--- config.mk ---
export PLATFORM = sky130hd
export DESIGN_NAME = alu_exec_stage_flat
export DESIGN_NICKNAME = d
export VERILOG_FILES = /design/src/rtl/alu_exec_stage_if.sv /design/src/rtl/alu_exec_stage.sv /design/src/flat_wrapper.sv
export SDC_FILE = /design/constraint.sdc
export NUM_CORES = 1
export LEC_CHECK = 0
export BUFFER_PORTS_ARGS = -buffer_cell sky130_fd_sc_hd__buf_4
export CORE_MARGIN = 2
export CORE_UTILIZATION = 35
export CTS_BUF_LIST = sky130_fd_sc_hd__clkbuf_4 sky130_fd_sc_hd__clkbuf_8 sky130_fd_sc_hd__clkbuf_16
export CTS_CLUSTER_SIZE = 40
export DETAILED_ROUTE_END_ITERATION = 10
export HOLD_SLACK_MARGIN = 0.06
export PLACE_DENSITY_LB_ADDON = 0.25
export SLEW_MARGIN = 10
export SYNTH_ARGS = -nofsm -noshare
export SYNTH_HDL_FRONTEND = slang
export SYNTH_SLANG_ARGS = --single-unit
--- constraint.sdc ---
create_clock -name clk -period 9.5 [get_ports clk]
set_clock_uncertainty 0.15 [all_clocks]
set_input_delay 0.95 -clock clk [delete_from_list [all_inputs] [get_ports clk]]
set_output_delay 0.95 -clock clk [all_outputs]
set_load 0.01 [all_outputs]
--- src/rtl/alu_exec_stage_if.sv ---
// Handshake bundle for the ALU execute stage: operation/operand request side and
// result/flag response side, plus the accepted-operation counter.
interface alu_exec_stage_if #(
  parameter int unsigned WIDTH = 32,
  parameter int unsigned CNT_W = 16
);
  logic             in_valid;
  logic             in_ready;
  logic [3:0]       Operation;
  logic [WIDTH-1:0] A;
  logic [WIDTH-1:0] B;
  logic             out_valid;
  logic             out_ready;
  logic [WIDTH-1:0] ALUResult;
  logic             Zero;
  logic             Overflow;
  logic             Illegal;
  logic [CNT_W-1:0] op_count;

  // Producer of operations and consumer of results.
  modport master (
    output in_valid, Operation, A, B, out_ready,
    input  in_ready, out_valid, ALUResult, Zero, Overflow, Illegal, op_count
  );

  // The execute stage itself.
  modport slave (
    input  in_valid, Operation, A, B, out_ready,
    output in_ready, out_valid, ALUResult, Zero, Overflow, Illegal, op_count
  );
endinterface

--- src/rtl/alu_exec_stage.sv ---
// Registered ALU execute stage with a main + skid output buffer, so in_ready comes
// from a flop and the stage still sustains one operation per cycle under back-pressure.
module alu_exec_stage #(
  parameter int unsigned WIDTH = 32,
  parameter int unsigned CNT_W = 16
) (
  input  logic                clk,
  input  logic                reset,
  alu_exec_stage_if.slave     bus
);

  localparam int unsigned MSB = WIDTH - 1;

  localparam logic [3:0] OP_AND = 4'b0000;
  localparam logic [3:0] OP_OR  = 4'b0001;
  localparam logic [3:0] OP_ADD = 4'b0010;
  localparam logic [3:0] OP_SUB = 4'b0110;
  localparam logic [3:0] OP_SLT = 4'b0111;
  localparam logic [3:0] OP_XOR = 4'b1100;

  typedef struct packed {
    logic [WIDTH-1:0] result;
    logic             zero;
    logic             overflow;
    logic             illegal;
  } res_t;

  // Encoding chosen so bit 0 is the main-register valid and bit 1 the skid valid.
  typedef enum logic [1:0] {
    EMPTY = 2'b00,
    ONE   = 2'b01,
    FULL  = 2'b11
  } state_e;

  state_e           state_q;
  res_t             main_q;
  res_t             skid_q;
  logic             in_ready_q;
  logic [CNT_W-1:0] op_count_q;

  res_t             alu_d;
  logic [WIDTH-1:0] sum;
  logic [WIDTH-1:0] diff;
  logic             accept;
  logic             drain;

  assign sum  = bus.A + bus.B;
  assign diff = bus.A - bus.B;

  // Combinational ALU evaluated on the presented operands.
  always_comb begin
    alu_d = '0;
    unique case (bus.Operation)
      OP_AND: alu_d.result = bus.A & bus.B;
      OP_OR:  alu_d.result = bus.A | bus.B;
      OP_XOR: alu_d.result = bus.A ^ bus.B;
      OP_ADD: begin
        alu_d.result   = sum;
        alu_d.overflow = (bus.A[MSB] == bus.B[MSB]) && (sum[MSB] != bus.A[MSB]);
      end
      OP_SUB: begin
        alu_d.result   = diff;
        alu_d.overflow = (bus.A[MSB] != bus.B[MSB]) && (diff[MSB] != bus.A[MSB]);
      end
      OP_SLT: alu_d.result = WIDTH'($signed(bus.A) < $signed(bus.B));
      default: alu_d.illegal = 1'b1;
    endcase
    alu_d.zero = (alu_d.result == '0);
  end

  assign accept = bus.in_valid & bus.in_ready;
  assign drain  = bus.out_valid & bus.out_ready;

  // Reset gating keeps in_ready low during reset while the flop already holds 1,
  // so the stage accepts in the very first cycle after reset releases.
  assign bus.in_ready  = in_ready_q & ~reset;
  assign bus.out_valid = state_q[0];
  assign bus.ALUResult = main_q.result;
  assign bus.Zero      = main_q.zero;
  assign bus.Overflow  = main_q.overflow;
  assign bus.Illegal   = main_q.illegal;
  assign bus.op_count  = op_count_q;

  always_ff @(posedge clk) begin
    if (reset) begin
      state_q    <= EMPTY;
      main_q     <= '0;
      skid_q     <= '0;
      in_ready_q <= 1'b1;
      op_count_q <= '0;
    end else begin
      if (accept && (op_count_q != '1)) begin
        op_count_q <= op_count_q + CNT_W'(1);
      end
      unique case (state_q)
        EMPTY: begin
          if (accept) begin
            main_q  <= alu_d;
            state_q <= ONE;
          end
        end
        ONE: begin
          unique case ({accept, drain})
            2'b11: main_q <= alu_d;
            2'b10: begin
              skid_q     <= alu_d;
              state_q    <= FULL;
              in_ready_q <= 1'b0;
            end
            2'b01: state_q <= EMPTY;
            default: ;
          endcase
        end
        FULL: begin
          if (drain) begin
            main_q     <= skid_q;
            state_q    <= ONE;
            in_ready_q <= 1'b1;
          end
        end
        default: begin
          state_q    <= EMPTY;
          in_ready_q <= 1'b1;
        end
      endcase
    end
  end

endmodule
--- src/flat_wrapper.sv ---
// flat-port wrapper written by rule: the top's interface ports become plain ports
module alu_exec_stage_flat 
#(
  parameter int unsigned WIDTH = 32,
  parameter int unsigned CNT_W = 16
)
  (clk, reset, bus_in_valid, bus_Operation, bus_A, bus_B, bus_out_ready, bus_in_ready, bus_out_valid, bus_ALUResult, bus_Zero, bus_Overflow, bus_Illegal, bus_op_count);
  alu_exec_stage_if #(.WIDTH(WIDTH), .CNT_W(CNT_W)) bus_i ();
  input  logic clk;
  input  logic reset;
  input wire logic [$bits(bus_i.in_valid)-1:0] bus_in_valid;
  input wire logic [$bits(bus_i.Operation)-1:0] bus_Operation;
  input wire logic [$bits(bus_i.A)-1:0] bus_A;
  input wire logic [$bits(bus_i.B)-1:0] bus_B;
  input wire logic [$bits(bus_i.out_ready)-1:0] bus_out_ready;
  output wire logic [$bits(bus_i.in_ready)-1:0] bus_in_ready;
  output wire logic [$bits(bus_i.out_valid)-1:0] bus_out_valid;
  output wire logic [$bits(bus_i.ALUResult)-1:0] bus_ALUResult;
  output wire logic [$bits(bus_i.Zero)-1:0] bus_Zero;
  output wire logic [$bits(bus_i.Overflow)-1:0] bus_Overflow;
  output wire logic [$bits(bus_i.Illegal)-1:0] bus_Illegal;
  output wire logic [$bits(bus_i.op_count)-1:0] bus_op_count;
  assign bus_i.in_valid = bus_in_valid;
  assign bus_i.Operation = bus_Operation;
  assign bus_i.A = bus_A;
  assign bus_i.B = bus_B;
  assign bus_i.out_ready = bus_out_ready;
  assign bus_in_ready = bus_i.in_ready;
  assign bus_out_valid = bus_i.out_valid;
  assign bus_ALUResult = bus_i.ALUResult;
  assign bus_Zero = bus_i.Zero;
  assign bus_Overflow = bus_i.Overflow;
  assign bus_Illegal = bus_i.Illegal;
  assign bus_op_count = bus_i.op_count;
  alu_exec_stage #(.WIDTH(WIDTH), .CNT_W(CNT_W)) u_core (.clk(clk), .reset(reset), .bus(bus_i));
endmodule
# Yosys cells after proc, flatten, opt, wreduce, memory -nomap -nowiden
# Cells that the tools add are included.
dict set report word_totals {
  out_inout_bits 53
  word_cells 69
  input_bits 72
  regBits 89
}
dict set report classes {
  n_addsub 3
  muxes 14
  n_eq_ne 20
  n_reduce_logical 12
  order_cmp 1
  n_bitwise 8
}
# cell count
set ops {}
lappend ops {{$pmux 32 s6} 1}
lappend ops {{$mux 35} 3}
lappend ops {{$pmux 35 s3} 1}
lappend ops {{$add 32x32->32} 1}
lappend ops {{$and 32x32->32} 1}
lappend ops {{$logic_not 32->1} 1}
lappend ops {{$lt 32x32->1} 1}
lappend ops {{$or 32x32->32} 1}
lappend ops {{$sub 32x32->32} 1}
lappend ops {{$xor 32x32->32} 1}
lappend ops {{$add 16x1->16 const B} 1}
lappend ops {{$ne 16x16->1 const B} 1}
lappend ops {{$eq 4x3->1 const B} 2}
lappend ops {{$eq 2x2->1 const B} 3}
lappend ops {{$ne 2x1->1 const B} 3}
lappend ops {{$pmux 2 s3} 1}
lappend ops {{$reduce_and 3->1} 2}
lappend ops {{$reduce_or 6->1} 1}
lappend ops {{$eq 2x1->1 const B} 2}
lappend ops {{$eq 4x1->1 const B} 1}
lappend ops {{$eq 4x2->1 const B} 1}
lappend ops {{$eq 4x4->1 const B} 1}
lappend ops {{$logic_not 4->1} 1}
lappend ops {{$mux 2} 2}
lappend ops {{other kinds (15)} 24}

# Depth between registers and ports, before layout
dict set report depth {
  depth_word 6
  depth_mapped 15
  depth_no_buf 14
}

# Worst setup path after synthesis
# Ideal clock, no wire load.
dict set report synth_path {
  path_type {input to register}
  startpoint {input port bus_B[0]}
  endpoint {register u_core.skid_q[2] (netlist name)}
  arrival_ps 4234
  slack_ps 5055
  n_path_buf 0
  setup_time_ps 61
  required_ps 9289
  stages 14
  cell_sequence {ha_1 -> inv_1 -> fa_1 -> nand2b_2 -> a2111oi_4 -> o21ai_2 -> a311o_1 -> a222oi_1 -> nand2_1 -> nor4_2 -> nand4b_1 -> or4_1 -> nor4_2 -> a32o_1}
}
dict set report synth_between {
  elab_chain_cells 3
  elab_cells_between_ends 8
  classes_between {add/sub: 2; order compare: 1; mux: 1; bitwise: 3; reduce/logical: 1}
}
# item line
set synth_lines {}
lappend synth_lines {{from (decl)} flat_wrapper.sv:14} ;# input wire logic [$bits(bus_i.B)-1:0] bus_B;
lappend synth_lines {{$sub 32x32->32, or another cell as far along} alu_exec_stage.sv:48} ;# assign diff = bus.A - bus.B;
lappend synth_lines {{$pmux 32 s6 *} alu_exec_stage.sv:53} ;# unique case (bus.Operation)
lappend synth_lines {{$logic_not 32->1 *} alu_exec_stage.sv:68} ;# alu_d.zero = (alu_d.result == '0);
lappend synth_lines {{to (signal assigned)} alu_exec_stage.sv:106} ;# skid_q <= alu_d;
lappend synth_lines {{to (decl)} alu_exec_stage.sv:37} ;# res_t skid_q;
# Every way passes the cells marked *; elsewhere a longest branch is shown, timed or not.
# A chain may end at the register's enable or synchronous reset.

# Final worst setup path
dict set report layout_path {
  startpoint {input port bus_A[0]}
  endpoint {register u_core.main_q (netlist bit u_core.bus.Zero)}
}
dict set report layout_between {
  elab_chain_cells 5
  elab_cells_between_ends 11
  classes_between {add/sub: 2; order compare: 1; mux: 4; bitwise: 3; reduce/logical: 1}
}
# item line
set layout_lines {}
lappend layout_lines {{from (decl)} flat_wrapper.sv:13} ;# input wire logic [$bits(bus_i.A)-1:0] bus_A;
lappend layout_lines {{$sub 32x32->32, or another cell as far along} alu_exec_stage.sv:48}
lappend layout_lines {{$pmux 32 s6 *} alu_exec_stage.sv:53}
lappend layout_lines {{$logic_not 32->1 *} alu_exec_stage.sv:68}
lappend layout_lines {{$mux 35, on equally long branches} {alu_exec_stage.sv:103, alu_exec_stage.sv:97}}
lappend layout_lines {{$pmux 35 s3 *} alu_exec_stage.sv:95} ;# unique case (state_q)
lappend layout_lines {{to (signal assigned)} alu_exec_stage.sv:98} ;# main_q <= alu_d;
lappend layout_lines {{to (signal assigned)} alu_exec_stage.sv:104} ;# 2'b11: main_q <= alu_d;
lappend layout_lines {{to (signal assigned)} alu_exec_stage.sv:116} ;# main_q <= skid_q;
lappend layout_lines {{to (decl)} alu_exec_stage.sv:36} ;# res_t main_q;
# Every way passes the cells marked *; elsewhere a longest branch is shown, timed or not. The select of a mux whose other input is x is not followed.

==> results.toml <==
[power]
ir_drop_uv = 93.76
p_sw_mw = 0.6917
cellPowerDensity_mw_per_mm2 = 148.8
p_int_mw = 0.9436
leakage_nw = 4.612
clkPwrFrac_pct = 21.8
power_frac_seq_pct = 29.8
swShare_pct = 42.30
pwr-share-comb_pct = 48.4

[synth]
netlist_instances = 1400
synth_top_area_share_pct = 18.63
synth_ff_type = "dfxtp_1"
synth-edff-count = 0
synth_seq_cells = 89
synth_most_common_cell = "nand2_1"
ys_seq_area_share_pct = 18.63
synth.area.top_cells = "dfxtp_1 19%, ha_1 13%, a21oi_1 7.2%, nand2_1 6.5%, nor2_1 6.4%"
async_flop_share_pct = 0
syn_nets = 1577
ys_types = 75
ys_top_cells_by_count = "165 x nand2_1, 163 x nor2_1, 138 x a21oi_1"
ys_warn_count = 0
syn_area_per_cell_um2 = 6.832
yosysTopAreaCell = "dfxtp_1"
synthesis.area_mm2 = 0.009565

[drt]
wl_per_cell_um = 18.06
wirelength_mm = 32.59
ant_nets = 0
vias_per_cell = 5.815
dr_total_vias = 10500
drtPass1Iterations = 6
drc = 0
first_iter_violations = 930

[clock_network]
root_buffer = "clkbuf_16"
cts_tree = "built"
hold_buffers = 0
clockBufferDepth = 2
postCtsResizedCells = 0
numCtsBuffers = 9
htreeDepth = 3
post_cts_buffers = 0
cts.sinks = 89
path_clk_slew_ns = 0.06
clk_latency_ns = 0.34

[global_route]
grt_max_degree = 89
antenna_found_initial = 0
grt_pass1_wl_mm = 51.96
grt_pass1_vias = 9788
grt_overflow = 0
track_usage_pct = 22.28

[timing]
setup_tns_ns = 0
grt_setup_unrepaired = "false"
worst_pin_slew_ns = 1.060
slew-limit-headroom_pct = 28.95
finalSetupViolCount = 0
min_period_ns = 4.928
period_share_pct = 51.87
hold_viol_final = 0
finalMaxSlewViolations = 0
fmax_mhz = 202.9

[min_path]
min-delay-path-class = "reg -> reg"

[setup_path]
required_ns = 9.61
cp.arrival_ns = 5.04
setup.worst_path.end_class = "register"
cp-start-kind = "primary input"
crit_fanout = 6
crit_type = "in -> reg"

[outcome]
status = "finished clean"

[die]
rows = 60
die_h_um = 169.3
core-area_mm2 = 0.02688
start_util_pct = 35.59
pin_count = 125
die_w_um = 169.3
dieArea_mm2 = 0.02867

[finish]
final_util_pct = 40.88
layout.cells.non_filler = 1805
nets = 1636
register_area_mm2 = 0.001782
drive_above_1_share_pct = 11.89
synthToLayoutAreaGrowth_pct = 14.87
multiInputGateArea_mm2 = 0.007022
fillers = 2875
antenna_cells = 0

[place]
dp_cells = 1789
hpwl_mm = 24.73
numPortBuffers = 124
gp_congestion = 0.9622

[job]
cap_viol_max_count = 0
==> cells by family (layout without fill, tap and decap cells) <==
group / after synthesis / after routing / synth area share (%)
compound gates: 448 / 448 / 30.92
flops: 89 / 89 / 18.63
simple gates: 513 / 513 / 24.46
mux: 25 / 25 / 2.616
buf+inv: 206 / 270 / 8.201
xor+xnor: 14 / 14 / 1.282
fa+ha+maj: 105 / 105 / 13.89
==> per-stage QoR <==
stage | hold WS [ns] | cell area [um^2] | power [mW] | worst slack, ns
4_1_cts | 0.3025 | 10990 | 1.637 | 4.662
3_5_place_dp | 0.2954 | 10690 | 1.277 | 4.315
2_1_floorplan | 0.2860 | 9565 | 0.9971 | 5.055
5_1_grt | 0.3278 | 10990 | 1.753 | 4.394
3_3_place_gp | 0.2889 | 10690 | 1.269 | 4.370
6_report | 0.3011 | 10990 | 1.635 | 4.572
==> metal layers <==
layer,global-route usage [%],wire (um),up-vias
li1,-,-,5123
met1,30.13,14760,4861
met2,34.96,14150,436
met3,4.454,2566,76
met4,8.398,1117,0
met5,0,0,-
==> worst paths after layout <==
path,start,endpoint,slack (ns),depth (start not counted)
worst min register to register,u_core.bus.ALUResult[11]$_SDFFE_PP0P_,u_core.bus.ALUResult[11]$_SDFFE_PP0P_,0.30,2
worst max register to register,u_core.bus.op_count[8]$_SDFFE_PP0P_,u_core.bus.op_count[15]$_SDFFE_PP0P_,6.77,10
worst min-delay path,u_core.bus.ALUResult[11]$_SDFFE_PP0P_,u_core.bus.ALUResult[11]$_SDFFE_PP0P_,0.30,2
worst max-delay path,bus_A[0],u_core.bus.Zero$_SDFFE_PP0P_,4.57,15
==> area by class of cell <==
| type | instances | area share [%] |
|---|---|---|
| Tap cell | 341 | 3.883 |
| Sequential cell | 89 | 16.22 |
| Clock inverter | 5 | 0.5010 |
| Inverter | 120 | 4.099 |
| Multi-Input combinational cell | 1105 | 63.90 |
| Clock buffer | 11 | 2.243 |
| Timing Repair Buffer | 134 | 9.155 |
==> layout by cell type (no fill, tap or decap), types with 7 or more instances in the layout <==
cell type / synthesis / final
a211oi_1: 38 / 38
nand2_1: 165 / 165
o31ai_1: 20 / 20
clkbuf_16: 0 / 9
nand2b_1: 17 / 17
buf_4: 0 / 134
ha_1: 103 / 102
inv_1: 120 / 120
o21ai_0: 90 / 90
o211ai_1: 22 / 22
and3_1: 8 / 8
o2111ai_1: 7 / 7
nand4_1: 18 / 18
nand3_1: 29 / 29
mux2i_1: 25 / 25
dfxtp_1: 89 / 89
nor4_1: 12 / 12
o311ai_0: 8 / 8
o21a_1: 8 / 8
nor3_1: 46 / 43
or3_1: 7 / 7
a21oi_1: 138 / 138
nor2b_1: 18 / 18
xor2_1: 9 / 9
nor2_1: 163 / 161
a31oi_1: 12 / 12
o21bai_1: 7 / 7
a221oi_1: 7 / 7
a21o_1: 9 / 9
==> state kept, by name, summed over array words and instances, names as in the netlist <==
name and flops:
u_core.state_q 2, u_core.bus.Illegal 1, u_core.bus.ALUResult 32, u_core.bus.Overflow 1, u_core.bus.op_count 16, u_core.skid_q 35, u_core.bus.Zero 1, u_core.in_ready_q 1
==> power groups by stage <==
stage | logic (mW) | registers (mW) | clock network (mW)
floorplan | 0.489 | 0.508 | 0
detailed placement | 0.781 | 0.496 | 0
CTS | 0.784 | 0.488 | 0.365
global route | 0.877 | 0.496 | 0.380
global placement | 0.774 | 0.494 | 0
finish | 0.791 | 0.488 | 0.356
==> critical path: stages <==
cell and delay, ns:
buf_4 0.11, inv_1 0.07, ha_1 0.26, fa_1 0.27
nor2_1 0.09, o311ai_2 0.48, a31oi_1 0.33, o221ai_1 0.40
nor2b_1 0.44, o31ai_1 0.11, nand3_1 0.11, o311ai_0 0.31
or4_1 0.65, nor4_2 0.31, o2bb2ai_1 0.15
No activity file was read; power rests on OpenSTA's default activity.
